### config.mk
export PLATFORM = sky130hd
export DESIGN_NAME = wb_stage
export DESIGN_NICKNAME = d
export VERILOG_FILES = /design/src/rtl/wb_stage_pkg.sv /design/src/rtl/wb_stage_cp0_regs.sv /design/src/rtl/wb_stage.sv
export SDC_FILE = /design/constraint.sdc
export NUM_CORES = 1
export LEC_CHECK = 0
export BUFFER_PORTS_ARGS = -buffer_cell sky130_fd_sc_hd__buf_2
export CAP_MARGIN = 5
export CORE_ASPECT_RATIO = 0.9
export CORE_UTILIZATION = 40
export CTS_CLUSTER_DIAMETER = 60
export CTS_CLUSTER_SIZE = 14
export DETAILED_ROUTE_END_ITERATION = 10
export PLACE_DENSITY = 0.69
export SLEW_MARGIN = 20
export SYNTH_ARGS = -nofsm -noshare
export SYNTH_HDL_FRONTEND = slang
export SYNTH_HIERARCHICAL = 1
export SYNTH_SLANG_ARGS = --single-unit
### constraint.sdc
create_clock -name clk -period 3.4 [get_ports clk]
set_input_delay 0.17 -clock clk [delete_from_list [all_inputs] [get_ports clk]]
set_output_delay 0.17 -clock clk [all_outputs]
set_load 0.05 [all_outputs]
### src/rtl/wb_stage_pkg.sv
// Shared write-back stage definitions: bus layout, CP0 addresses,
// exception codes and the exception vector.
package wb_stage_pkg;

  localparam int MS_TO_WS_BUS_WD = 121;

  localparam logic [31:0] EX_ENTRY = 32'hBFC0_0380;

  // CP0 register addresses, encoded as {rd, sel}
  localparam logic [7:0] CR_BADVADDR = 8'h40;
  localparam logic [7:0] CR_COUNT    = 8'h48;
  localparam logic [7:0] CR_COMPARE  = 8'h58;
  localparam logic [7:0] CR_STATUS   = 8'h60;
  localparam logic [7:0] CR_CAUSE    = 8'h68;
  localparam logic [7:0] CR_EPC      = 8'h70;

  localparam logic [4:0] EXC_INT  = 5'd0;
  localparam logic [4:0] EXC_ADEL = 5'd4;
  localparam logic [4:0] EXC_ADES = 5'd5;
  localparam logic [4:0] EXC_SYS  = 5'd8;
  localparam logic [4:0] EXC_BP   = 5'd9;
  localparam logic [4:0] EXC_RI   = 5'd10;
  localparam logic [4:0] EXC_OV   = 5'd12;

  typedef struct packed {
    logic [4:0]  excode;
    logic [31:0] badvaddr;
    logic [7:0]  cp0_addr;
    logic        ex;
    logic        bd;
    logic        eret;
    logic        syscall;
    logic        mfc0;
    logic        mtc0;
    logic        gr_we;
    logic [4:0]  dest;
    logic [31:0] result;
    logic [31:0] pc;
  } ms_ws_t;

  function automatic logic is_adex(
    input logic [4:0] code
  );
    return (code == EXC_ADEL) ||
           (code == EXC_ADES);
  endfunction

endpackage

### src/rtl/wb_stage_cp0_regs.sv
// CP0 register file: Status/Cause/EPC/BadVAddr, Count/Compare timer.
// Ports: commit strobes (ex, eret, wen) in, rdata/epc/has_int out.
module wb_stage_cp0_regs
  import wb_stage_pkg::*;
(
  input  logic        clk,
  input  logic        reset,
  input  logic        ex,
  input  logic        eret,
  input  logic [4:0]  excode,
  input  logic        bd,
  input  logic [31:0] pc,
  input  logic [31:0] badvaddr,
  input  logic        wen,
  input  logic [7:0]  addr,
  input  logic [31:0] wdata,
  input  logic [5:0]  ext_int,
  output logic [31:0] rdata,
  output logic [31:0] epc,
  output logic        has_int
);

  logic [7:0]  st_im;
  logic        st_exl;
  logic        st_ie;
  logic        ca_bd;
  logic        ca_ti;
  logic [7:0]  ca_ip;
  logic [4:0]  ca_exc;
  logic [31:0] bva;
  logic [31:0] count;
  logic [31:0] compare;
  logic        tick;

  logic w_count;
  logic w_compare;
  logic w_status;
  logic w_cause;
  logic w_epc;

  always_comb begin
    w_count   = 1'b0;
    w_compare = 1'b0;
    w_status  = 1'b0;
    w_cause   = 1'b0;
    w_epc     = 1'b0;
    if (wen) begin
      unique case (1'b1)
        addr == CR_COUNT:   w_count   = 1'b1;
        addr == CR_COMPARE: w_compare = 1'b1;
        addr == CR_STATUS:  w_status  = 1'b1;
        addr == CR_CAUSE:   w_cause   = 1'b1;
        addr == CR_EPC:     w_epc     = 1'b1;
        default: ;
      endcase
    end
  end

  always_ff @(posedge clk) begin
    if (reset) begin
      tick    <= 1'b0;
      count   <= '0;
      compare <= '0;
      ca_ti   <= 1'b0;
    end else begin
      tick <= ~tick;
      if (w_count)
        count <= wdata;
      else if (tick)
        count <= count + 32'd1;
      // a Compare write wins over a match
      if (w_compare) begin
        compare <= wdata;
        ca_ti   <= 1'b0;
      end else if (count == compare) begin
        ca_ti <= 1'b1;
      end
    end
  end

  always_ff @(posedge clk) begin
    if (reset) begin
      st_im  <= '0;
      st_exl <= 1'b0;
      st_ie  <= 1'b0;
      ca_bd  <= 1'b0;
      ca_ip  <= '0;
      ca_exc <= '0;
      epc    <= '0;
      bva    <= '0;
    end else begin
      ca_ip[7:2] <= {ext_int[5] | ca_ti,
                     ext_int[4:0]};
      if (w_status) begin
        st_im  <= wdata[15:8];
        st_exl <= wdata[1];
        st_ie  <= wdata[0];
      end
      if (w_cause)
        ca_ip[1:0] <= wdata[9:8];
      if (w_epc)
        epc <= wdata;
      if (eret)
        st_exl <= 1'b0;
      if (ex) begin
        st_exl <= 1'b1;
        ca_exc <= excode;
        // nested exception keeps the first EPC/BD
        if (!st_exl) begin
          ca_bd <= bd;
          epc   <= bd ? pc - 32'd4 : pc;
        end
        if (is_adex(excode))
          bva <= badvaddr;
      end
    end
  end

  always_comb begin
    rdata = '0;
    unique case (1'b1)
      addr == CR_BADVADDR: rdata = bva;
      addr == CR_COUNT:    rdata = count;
      addr == CR_COMPARE:  rdata = compare;
      addr == CR_STATUS:
        rdata = {9'd0, 1'b1, 6'd0, st_im,
                 6'd0, st_exl, st_ie};
      addr == CR_CAUSE:
        rdata = {ca_bd, ca_ti, 14'd0, ca_ip,
                 1'b0, ca_exc, 2'd0};
      addr == CR_EPC:      rdata = epc;
      default: ;
    endcase
  end

  assign has_int = (|(ca_ip & st_im))
                 & st_ie & ~st_exl;

endmodule

### src/rtl/wb_stage.sv
// Write-back stage: pipeline register, commit/flush logic,
// regfile write and trace outputs; instantiates the CP0 block.
module wb_stage
  import wb_stage_pkg::*;
#(
  parameter int          MS_TO_WS_BUS_WD = 121,
  parameter logic [31:0] EX_ENTRY = 32'hBFC0_0380
) (
  input  logic        clk,
  input  logic        reset,
  output logic        ws_allowin,
  input  logic        ms_to_ws_valid,
  input  logic [MS_TO_WS_BUS_WD-1:0] ms_to_ws_bus,
  input  logic [5:0]  ext_int,
  output logic        rf_we,
  output logic [4:0]  rf_waddr,
  output logic [31:0] rf_wdata,
  output logic [4:0]  WB_dest,
  output logic [31:0] WB_result,
  output logic        ws_ex,
  output logic        ws_eret,
  output logic [31:0] ws_flush_pc,
  output logic        has_int,
  output logic [31:0] debug_wb_pc,
  output logic [3:0]  debug_wb_rf_wen,
  output logic [4:0]  debug_wb_rf_wnum,
  output logic [31:0] debug_wb_rf_wdata
);

  logic        ws_valid;
  logic        ws_ready_go;
  logic [MS_TO_WS_BUS_WD-1:0] bus_r;
  ms_ws_t      ws;
  logic        mtc0_we;
  logic [31:0] cp0_rdata;
  logic [31:0] cp0_epc;
  logic        unused_ok;

  assign ws_ready_go = 1'b1;
  assign ws_allowin  = ~ws_valid | ws_ready_go;

  always_ff @(posedge clk) begin
    if (reset)
      ws_valid <= 1'b0;
    else if (ws_allowin)
      ws_valid <= ms_to_ws_valid;
  end

  always_ff @(posedge clk) begin
    if (reset)
      bus_r <= '0;
    else if (ws_allowin && ms_to_ws_valid)
      bus_r <= ms_to_ws_bus;
  end

  assign ws = ms_ws_t'(bus_r);

  assign ws_ex   = ws_valid & ws.ex;
  assign ws_eret = ws_valid & ws.eret & ~ws.ex;
  assign mtc0_we = ws_valid & ws.mtc0 & ~ws.ex;

  wb_stage_cp0_regs u_cp0 (
    .clk      (clk),
    .reset    (reset),
    .ex       (ws_ex),
    .eret     (ws_eret),
    .excode   (ws.excode),
    .bd       (ws.bd),
    .pc       (ws.pc),
    .badvaddr (ws.badvaddr),
    .wen      (mtc0_we),
    .addr     (ws.cp0_addr),
    .wdata    (ws.result),
    .ext_int  (ext_int),
    .rdata    (cp0_rdata),
    .epc      (cp0_epc),
    .has_int  (has_int)
  );

  assign ws_flush_pc = ws_ex ? EX_ENTRY
                             : cp0_epc;

  assign rf_we    = ws_valid & ws.gr_we & ~ws.ex;
  assign rf_waddr = ws.dest;
  assign rf_wdata = ws.mfc0 ? cp0_rdata
                            : ws.result;

  assign WB_dest   = rf_we ? ws.dest : 5'd0;
  assign WB_result = rf_wdata;

  assign debug_wb_pc       = ws.pc;
  assign debug_wb_rf_wen   = {4{rf_we}};
  assign debug_wb_rf_wnum  = ws.dest;
  assign debug_wb_rf_wdata = rf_wdata;

  assign unused_ok = ws.syscall;

endmodule

==> metrics.txt, run 1 <==
Worst Hold Slack=0.202 ns; Die W=199 um; initial core utilization=40.8%; Sw Pwr=roughly 2.2 mW; WP data required=3.23 ns; Post-synth EDFFs=0; vias=roughly 12k; final hold violation count=0; RSZ-0062 raised after global routing=false; most frequent cells in the layout=buf_2 (308), dfxtp_1 (275), nor2_1 (185), nand2_1 (178), mux2i_1 (165); Pleak=7.34 nW; Placement Rows=64; Tmin final=3.23 ns; Int Pwr=5.35 mW; crit-path max cell delay=approximately 0.50 ns; Synth area leader=dfxtp_1; Final TNS setup=0 ns; dominant synthesized flop cell=dfxtp_1; layout cell share with drive strength beyond 1=23.4%; post-synth top area share=39.5%; critical path arrival=3.06 ns; die height=179 um; cells after synthesis=1,585; pin count of the biggest net entering global routing=101; post-synthesis sequential area ratio=approximately two fifths; buffer and inverter count on the worst path=1; CP Cell Sequence=nor3_1, and2_1, nand2b_1, o21ai_0, mux2_2, buf_2; CP Launch Type=flop; CTS buffer count=26; Avg WL per Cell=18.9 um; Final Setup Violations=0; most common cell after layout, fill and taps aside=buf_2; PwrDens=443 nW/um2; Worst Skew=0.0146 ns; Comb pwr share=15.6%; vias in the first global route=11.5k; status=completed; Total Routing Usage GR=a little under a quarter; Sw Ratio=29.0%; num ports=between 300 and 400; flops & latches, synth=275; CTS tree=done; Post-DRT Antenna Nets=0; Final HPWL DP=approximately 31,000 um; Core ar.=34,100 um2; Flop pwr share=45.9%; worst slew pin tran=~1 ns; DR vias/cell=5.29; Worst slew margin=33.5%; final wirelength=43,800 um; Avg Cell Area, Syn=8.78 um2; hold crit path type=in2reg; Clock Latency Late Sink=0.56 ns; Async SR Flop Fraction=0%; Slew Viols, Final=0; Crit. End Element=output pin; Cell variety after synth=53; Max IR drop VDD=0.000354 V; first-pass GRT wire length=approximately 65,000 um; routability congestion estimate=0.927; CTS HTree Levels=1; GR Overflow Total=0; Post-Syn Nets=roughly 1.7k; Die ar.=35,600 um2; maxcap violations=0; initial antenna violation count=0; Iteration-0 DRC Markers=approximately 970; Port Buf Inserts=around 310; critical path type=reg2out; cell family with most CP delay=simple AND/OR/NAND/NOR gates; Root Buffer=clkbuf_16; # nets final=slightly below 2k; Area contributors post-synth=dfxtp_1 (40%), mux2i_1 (12%), buf_4 (6.2%); crit path max fanout=15; final worst path period share=95.0%; DRC=0; Antenna Cells=0; DRT Pass-1 Iters=5; clock group share of total power=38.4%; Post-Synthesis Cell Area=13,900 um2; slowest cell on the critical path=o21ai_0; Clk pin slew, worst setup/hold paths=0.07 ns; yosys warns=6; fmax=310 MHz; clk buf depth=3; Layout area overhead=22.4%; clk sink count=275
[power groups by stage]
| stage | Combinational (mW) | Sequential, mW | Clock (mW) |
|---|---|---|---|
| 2_1_floorplan | 0.906 | 3.47 | 0 |
| 3_3_place_gp | 1.05 | 3.53 | 0 |
| 3_5_place_dp | 1.06 | 3.54 | 0 |
| 4_1_cts | 1.18 | 3.46 | 2.95 |
| 5_1_grt | 1.26 | 3.48 | 3.06 |
| 6_report | 1.18 | 3.46 | 2.90 |
[worst register-to-register path, delay by kind of cell (launching register included)]
| kind | cells | cell delay, ns |
|---|---|---|
| AOI/OAI and AO/OA | 1 | 0.35 |
| DFF | 1 | 0.35 |
| and+or+nand+nor | 4 | 1.77 |
[synthesized netlist by cell type (7+ instances only)]
cell and n:
o21ai_0 27, mux2i_1 165, nor2_1 185, a22oi_1 39, a221oi_1 7, buf_1 9
xor2_1 23, nand4_1 21, and2_1 27, mux4_2 8, inv_1 8, and3_1 9
nand3_1 24, a211oi_1 46, nor2b_1 11, nor4_1 13, o22ai_1 9, mux2_2 39
a21oi_1 85, buf_6 9, xnor2_1 66, clkbuf_1 89, nand2b_1 15, nand2_1 178
buf_4 115, dfxtp_1 275, nor3_1 18
[cell type report]
type / count / area [um2]
sequential: 275 / 5510
clock inverter: 8 / 109
clock buffer: 29 / 693
fill: 3291 / 17100
timing repair buffer: 466 / 3090
multi-input combinational: 1074 / 7030
tap: 462 / 578
inverter: 8 / 30.0
[state kept, by name, indices dropped and copies added (netlist names)]
| register | flops |
|---|---|
| u_cp0/compare | 32 |
| u_cp0/count | 32 |
| u_cp0/st_ie | 1 |
| u_cp0/ca_ip | 8 |
| u_cp0/bva | 32 |
| ws_valid | 1 |
| u_cp0/ca_exc | 5 |
| u_cp0/epc | 32 |
| u_cp0/st_im | 8 |
| u_cp0/st_exl | 1 |
| u_cp0/ca_bd | 1 |
| u_cp0/ca_ti | 1 |
| u_cp0/tick | 1 |
| bus_r | 120 |
[metal layers]
| metal | vias up | track usage, % | wire, um |
|---|---|---|---|
| met5 | - | 0 | 0 |
| met4 | 0 | 5.77 | 1020 |
| met3 | 73 | 4.48 | 3000 |
| met2 | 463 | 41.4 | 21500 |
| met1 | 5866 | 29.9 | 18300 |
| li1 | 5882 | - | - |
[through the flow]
step	power (mW)	instances	cell area, um2	setup slack [ns]	util, %
2_1_floorplan	4.38	1585	13900	0.749	-
3_3_place_gp	4.58	2159	15000	0.811	43.9
3_5_place_dp	4.60	2159	15000	0.808	43.9
4_1_cts	7.59	2322	17000	0.203	49.9
5_1_grt	7.79	2322	17000	0.00327	49.9
6_report	7.54	2322	17000	0.171	49.9
[timing repair]
action / 4_1_cts / 5_1_grt
hold buffers: 126 / 0
endpoints found under the hold margin: 126 / 0
gates resized for setup: 0 / 0
buffers inserted: 0 / 0
[cell families (layout without fill, tap and decap cells)]
| logic type | after synthesis | after routing | share of synthesized area (%) |
|---|---|---|---|
| flip-flops | 275 | 275 | 39.5 |
| XOR/XNOR | 89 | 89 | 5.60 |
| multiplexers | 212 | 212 | 16.3 |
| other | 1 | 1 | 0.0269 |
| adder cells (fa/ha/maj) | 2 | 2 | 0.180 |
| buffers and inverters | 236 | 511 | 10.1 |
| AO/OA/AOI/OAI | 234 | 234 | 10.7 |
| AND/OR/NAND/NOR | 536 | 536 | 17.6 |
[final timing paths]
kind                               start  cells after the start                        end  slack [ns]
setup reg to reg  bus_r[26]$_SDFFE_PP0P_                      5   u_cp0/epc[31]$_SDFF_PP0_        0.81
hold / removal                     reset                      2      bus_r[7]$_SDFFE_PP0P_        0.20
setup / recovery  bus_r[77]$_SDFFE_PP0P_                      6      debug_wb_rf_wdata[19]        0.17
hold reg to reg   bus_r[89]$_SDFFE_PP0P_                      2  u_cp0/bva[5]$_SDFFE_PP0P_        0.45
No activity file was read; power rests on OpenSTA's default activity.
==> run 2: changes to the inputs <==
--- a/config.mk
+++ b/config.mk
@@ -5,6 +5,7 @@
 export SDC_FILE = /design/constraint.sdc
 export NUM_CORES = 1
 export LEC_CHECK = 0
+export ABC_AREA = 1
 export BUFFER_PORTS_ARGS = -buffer_cell sky130_fd_sc_hd__buf_2
 export CAP_MARGIN = 5
 export CORE_ASPECT_RATIO = 0.9
@@ -12,7 +13,7 @@
 export CTS_CLUSTER_DIAMETER = 60
 export CTS_CLUSTER_SIZE = 14
 export DETAILED_ROUTE_END_ITERATION = 10
-export PLACE_DENSITY = 0.69
+export PLACE_DENSITY = 0.7
 export SLEW_MARGIN = 20
 export SYNTH_ARGS = -nofsm -noshare
 export SYNTH_HDL_FRONTEND = slang
==> constraint.sdc (replaced) <==
create_clock -name clk -period 2.65 [get_ports clk]
set_input_delay 0.1325 -clock clk [delete_from_list [all_inputs] [get_ports clk]]
set_output_delay 0.1325 -clock clk [all_outputs]
set_load 0.05 [all_outputs]
==> run 2 against run 1 <==
Worst hold slack worse by 0.18 ns. Via count is 42% higher. Total power is 52% higher. Cell area is 20% higher. Critical path depth is 7 higher. Critical path type unchanged. Setup slack worse by 0.15 ns. Final cell count is 51% higher. Synthesized area is 16% higher.
==> metrics.txt, run 2 <==
CTS buffer count=34 (+31%); DRT Pass-1 Iters=5 (unchanged); Post-DRT Antenna Nets=0 (unchanged); GR Overflow Total=0 (unchanged); Core ar.=39,700 um2 (+16%); vias in the first global route=16.0k (+39%); RSZ-0062 raised after global routing=true; Port Buf Inserts=311 (unchanged); # nets final=3,090 (+56%); initial antenna violation count=0 (unchanged); vias=17.5k (+42%); crit path max fanout=10 (-5); Synth area leader=dfxtp_1; Worst Skew=0.0260 ns (+0.0114 ns); Avg WL per Cell=17.2 um (-8.8%); GRT met1 Usage=37.7% (+7.8 points); Clock Latency Late Sink=0.54 ns (-0.02 ns); worst slew pin tran=0.794 ns (-0.196 ns); Post-Synthesis Cell Area=16,200 um2 (+16%); flops & latches, synth=275 (unchanged); PwrDens=562 nW/um2 (+27%); WHS Endpoint=bus_r[62]$_SDFFE_PP0P_; clk sink count=275 (unchanged); Die ar.=41,300 um2 (+16%); worst r2r src=bus_r[74]$_SDFFE_PP0P_; die height=193 um (+7.8%); Root Buffer=clkbuf_16; clk buf depth=3 (unchanged); yosys warns=6 (unchanged); final wirelength=60,400 um (+38%); R2R depth=9 (+4); critical path arrival=2.50 ns (-0.56 ns); Post-synth EDFFs=0 (unchanged); CTS tree=done; first-pass GRT wire length=90,100 um (+39%); fmax=380 MHz; initial core utilization=40.8% (about the same); Layout area overhead=26.4%; Die W=214 um (+7.8%); post-synth top area share=34.0% (-5.5 points); Avg Cell Area, Syn=6.09 um2 (-31%); post-synthesis sequential area ratio=34.0% (-5.5 points); Tmin final=2.63 ns; Max IR drop VDD=0.000408 V (+15%); met3 usage=5.50% (+1.0 points); CTS HTree Levels=2 (+1); final worst path period share=99.3%; WP data required=2.52 ns (-0.71 ns); layout cell share with drive strength beyond 1=16.8% (-6.6 points); DR vias/cell=4.98 (-5.8%); Largest register FFs=120 (unchanged); cells after synthesis=2,658 (+68%); Util after Layout=51.5% (+1.6 points); Worst slew margin=47.0% (+14 points); Slew Viols, Final=0 (unchanged); Post-Syn Nets=2,790 (+62%); Placement Rows=69 (+7.8%); Final HPWL DP=43,200 um (+40%); Pleak=9.90 nW (+35%); hold-critical path depth=5 (+3); Cell variety after synth=43 (-19%); DRC=0 (unchanged); pin count of the biggest net entering global routing=85 (-16%); met2 usage=43.2% (+1.8 points); final hold violation count=0 (unchanged); most frequent cells in the layout=nand2_1 (736), nor2_1 (494), inv_1 (355), dfxtp_1 (273), buf_2 (214); Top Usage Layer GRT=met2; Total Routing Usage GR=28.0% (+4.3 points); Pwr Total=11.5 mW (+52%); routability congestion estimate=0.973 (+4.9%); top cells by count, synth=nand2_1 (738), nor2_1 (496), inv_1 (358), dfxtp_1 (275), nand3_1 (153); Area contributors post-synth=dfxtp_1 (34%), nand2_1 (17%), nor2_1 (11%); Largest Register=bus_r; status=completed; CP Launch Type=flop; Crit. End Element=output pin; most frequent cell after synthesis=nand2_1; num ports=314 (unchanged); RR Endpoint=u_cp0/epc[21]$_SDFF_PP0_; hold crit path type=in2reg; register-to-register setup slack=0.52 ns (-0.29 ns); most common cell after layout, fill and taps aside=nand2_1; critical path type=reg2out; Hold Path Origin=ms_to_ws_bus[62]; dominant synthesized flop cell=dfxtp_1; Final Setup Violations=0 (unchanged); Clk pin slew, worst setup/hold paths=0.06 ns (about the same); maxcap violations=0 (unchanged); Iteration-0 DRC Markers=1,565 (+62%); Async SR Flop Fraction=0% (unchanged)
==> run 2: layer usage <==
metal	vias to the layer above	part of all wire (%)
li1	8619	-
met1	7961	43
met2	785	44
met3	136	8.8
met4	0	4.0
met5	-	0
==> run 2: worst max path at each step <==
stage,from,to,slack (ns),cells past startpoint
3_3_place_gp,bus_r[81]$_SDFFE_PP0P_,debug_wb_rf_wdata[2],0.35,12
6_report,bus_r[76]$_SDFFE_PP0P_,rf_wdata[2],0.02,13
3_5_place_dp,bus_r[81]$_SDFFE_PP0P_,rf_wdata[2],0.34,12
5_1_grt,bus_r[76]$_SDFFE_PP0P_,debug_wb_rf_wdata[13],-0.08,12
4_1_cts,bus_r[83]$_SDFFE_PP0P_,debug_wb_rf_wdata[11],-0.03,13
2_1_floorplan,bus_r[77]$_SDFFE_PP0P_,debug_wb_rf_wdata[18],0.24,10
==> run 2: area by class of cell <==
cell class | count | area (um2)
clock buffer | 42 | 932
sequential | 275 | 5510
inverter | 371 | 1420
clock inverter | 15 | 220
fill | 3983 | 19200
timing repair buffer | 501 | 3830
timing repair inverter | 1 | 8.76
tap | 532 | 666
multi-input combinational | 1774 | 7880
antenna | 1 | 2.50
==> run 2: per-stage QoR <==
stage	worst slack [ns]	hold slack (ns)	cells	TNS (ns)	area, um2
detailed placement	0.338	0.342	3313	0	17300
finish	0.0191	0.0178	3512	0	20500
CTS	-0.0312	0.0159	3498	-0.359	19900
global route	-0.0836	0.0456	3511	-1.31	20500
global placement	0.354	0.340	3313	0	17300
floorplan	0.241	0.204	2658	0	16200
==> run 2: cells by family after synthesis <==
group,share of synthesized area (%)
compound gates,9.33
xor+xnor,1.95
fa+ha+maj,0.155
other cells,0.0232
flops,34.0
simple gates,36.3
buf+inv,18.2
==> run 2: power by group <==
| part | switching (mW) | internal, mW | leakage [nW] |
|---|---|---|---|
| Combinational | 1.41 | 0.675 | 7.08 |
| Clock | 1.97 | 2.93 | 0.562 |
| Sequential | 0.215 | 4.30 | 2.25 |
==> run 2: repair_timing <==
item | 4_1_cts | 5_1_grt
hold endpoints to repair | 125 | 0
gates cloned | 0 | 2
setup buffers | 3 | 11
resized for setup | 85 | 174
hold buffers | 125 | 0
pin swaps | 0 | 2
endpoints found under the setup margin | 96 | 93
==> run 2: worst max-delay path, stage by stage (launching register included) <==
cell and delay (ns):
dfxtp_2 0.33, nor2_4 0.14, nand2_2 0.08, nor2_4 0.19, buf_12 0.14, nand2_8 0.11
clkinv_8 0.12, buf_12 0.14, nand2_1 0.05, and3_1 0.14, nand2_1 0.05, nand2_1 0.09
o21ai_4 0.16, buf_6 0.20
==> run 3: changes to the inputs <==
--- a/config.mk
+++ b/config.mk
@@ -14,6 +14,7 @@
 export CTS_CLUSTER_SIZE = 14
 export DETAILED_ROUTE_END_ITERATION = 10
 export PLACE_DENSITY = 0.7
+export SETUP_SLACK_MARGIN = 0.3
 export SLEW_MARGIN = 20
 export SYNTH_ARGS = -nofsm -noshare
 export SYNTH_HDL_FRONTEND = slang
==> run 3 against run 2 <==
Fmax up 1.3%. Register-to-register slack got worse by 0.12 ns. Sequential power about the same. Critical path depth decreased by 2. Sequential share of layout area fell by 1.5 points. Final cell count is 0.31% higher. Utilization increased by 3.0 points. Setup slack better by 0.033 ns. Clock power decreased by 14%. Critical endpoint is now WB_result[26].
==> metrics.txt, run 3 (synthesized netlist as in run 2, its figures left out) <==
status=completed; critical path type=reg2out; CP Launch Type=flop; die height=193 um (unchanged); Comb pwr share=20.6% (+2.4 points); RSZ-0062 raised after global routing=true; Clock Latency Late Sink=0.58 ns (+0.04 ns); R2R depth=9 (unchanged); Crit path top cell by count=buf_6; Clk pin slew, worst setup/hold paths=0.06 ns (about the same); Worst Skew=0.0179 ns (-0.00815 ns); DRC=0 (unchanged); Int Pwr=7.51 mW (-5.0%); hold crit path type=in2reg; Post-DRT Antenna Nets=0 (unchanged); crit-path max cell delay=0.33 ns (about the same); Root Buffer=clkbuf_16; PwrDens=509 nW/um2 (-9.5%); Total Routing Usage GR=29.1% (+1.1 points); Antenna Cells=0 (-1); worst slew pin tran=0.735 ns (-0.0588 ns); Final HPWL DP=44,500 um (+3.0%); Sw Ratio=31.8% (+0.55 points); CTS buffer count=29 (-15%); Iteration-0 DRC Markers=2,032 (+30%); Crit. End Element=output pin; vias=18.0k (+3.1%); CTS HTree Levels=1 (-1); final hold violation count=0 (unchanged); num ports=314 (unchanged); Slew Viols, Final=0 (unchanged); Largest Register=bus_r; WP data required=2.52 ns (about the same); Place WS=0.412 ns (+0.0739 ns); Placement Rows=69 (unchanged); Die ar.=41,300 um2 (unchanged); RR Endpoint=u_cp0/count[25]$_SDFFE_PP0P_; initial antenna violation count=1 (+1); Worst slew margin=50.5% (+3.5 points); clock group share of total power=38.3% (-4.3 points); Flop pwr share=41.1% (+1.9 points); Pwr Total=11.0 mW (-4.2%); layout cell share with drive strength beyond 1=20.4% (+3.6 points); vias in the first global route=16.7k (+4.2%); CTS tree=done; Pleak=10.4 nW (+4.9%); final worst path period share=98.0% (-1.2 points); Tmin final=2.60 ns (-0.0330 ns); crit path max fanout=6 (-4); Layout area overhead=33.7%; CP Depth=11 (-2); first element of the critical path=bus_r[77]$_SDFFE_PP0P_; Final Setup Violations=0 (unchanged); buffer and inverter count on the worst path=4 (unchanged); maxcap violations=0 (unchanged); pin count of the biggest net entering global routing=114 (+34%); initial core utilization=40.8% (unchanged); clk buf depth=3 (unchanged); clk sink count=275 (unchanged); Setup crit end=WB_result[26]; Avg WL per Cell=17.9 um (+4.1%); final worst slack=0.0520 ns (+0.0330 ns); Largest register FFs=120 (unchanged); Port Buf Inserts=311 (unchanged); slowest cell on the critical path=dfxtp_2; # nets final=3,106 (+0.52%); CP Cell Sequence=nor2_4, buf_6, nand3_4, nor2_4, clkbuf_16, buf_6, nand3_4, o2111ai_2, nand2_1, o21ai_4, buf_6; most frequent cells in the layout=nand2_1 (697), nor2_1 (494), inv_1 (354), dfxtp_1 (272), buf_2 (214); first-pass GRT wire length=93,900 um (+4.2%); Max IR drop VDD=0.000502 V (+23%); Core ar.=39,700 um2 (unchanged); DR vias/cell=5.12 (+2.8%); worst r2r src=bus_r[77]$_SDFFE_PP0P_; routability congestion estimate=0.990 (+1.7%); Die W=214 um (unchanged); register-to-register setup slack=0.40 ns (-0.12 ns); critical path arrival=2.47 ns (-0.03 ns); Sw Pwr=3.50 mW (-2.6%); final wirelength=63,100 um (+4.4%); GR Overflow Total=0 (unchanged); DRT Pass-1 Iters=6 (+1); cell family with most CP delay=simple AND/OR/NAND/NOR gates; fmax=385 MHz (+1.3%); most common cell after layout, fill and taps aside=nand2_1
-- run 3: cell types whose count changed in the layout (fill, tap and decap cells not counted), sizes merged, moves of 3 or more --
| cell | delta |
|---|---|
| buf | +18 |
| clkbuf | -7 |
| clkinv | +4 |
| dlygate4sd3 | +3 |
| inv | -5 |
-- run 3: stage by stage --
step	instances	hold slack [ns]	cell area (um2)	utilization [%]	setup TNS (ns)
finish	3523	0.313	21700	54.5	0
global route	3523	0.344	21700	54.5	-0.00971
CTS	3512	0.308	21200	53.3	0
detailed placement	3312	0.353	17300	43.6	0
global placement	3312	0.350	17300	43.6	0
floorplan	2658	0.204	16200	-	0
-- run 3: timing repair --
item	in CTS	in global routing
cloned	4	2
hold buffers	128	0
hold endpoints to repair	129	0
buffers inserted	20	9
pin swaps	18	30
endpoints found under the setup margin	96	96
resized for setup	367	83
-- run 3: worst reg2reg max path, cell delays in order, from the launching register on --
cell and delay (ns):
dfxtp_2 0.33, nor2_4 0.14, buf_6 0.13, nand3_1 0.11, nor3_2 0.45, nand2_1 0.54
o21ai_0 0.31, inv_1 0.07, nand2_1 0.06, inv_1 0.03
-- run 3: worst min-delay path by stage --
stage                     from                        end  depth (start not counted)
floorplan                reset        ws_valid$_SDFF_PP0_                          1
global placement    ext_int[2]  u_cp0/ca_ip[4]$_SDFF_PP0_                          3
detailed placement  ext_int[2]  u_cp0/ca_ip[4]$_SDFF_PP0_                          3
CTS                 ext_int[4]  u_cp0/ca_ip[6]$_SDFF_PP0_                          4
global route        ext_int[4]  u_cp0/ca_ip[6]$_SDFF_PP0_                          4
finish              ext_int[4]  u_cp0/ca_ip[6]$_SDFF_PP0_                          4
-- run 3: power by group through the flow --
stage	clock network, mW	registers, mW	logic (mW)
final	4.22	4.53	2.26
after CTS	4.26	4.52	2.16
after global routing	4.43	4.54	2.41
after global placement	0	4.60	1.77
after detailed placement	0	4.60	1.79
after floorplan	0	4.50	1.48
-- run 3: cell type report --
class,count,area (um2)
fillers,3764,18100
inverters,371,1440
clock inverters,14,174
multi-input cells,1774,8590
flip-flops and latches,275,5510
well taps,532,666
repair buffers,523,4480
clock buffers,34,795
-- run 3: layer usage --
layer / global-route usage (%) / part of all wire [%] / up-vias
li1: - / - / 8649
met1: 38.9 / 42 / 8323
met2: 46.1 / 44 / 908
met3: 4.60 / 9.0 / 167
met4: 13.4 / 4.7 / 0
met5: 0 / 0 / -
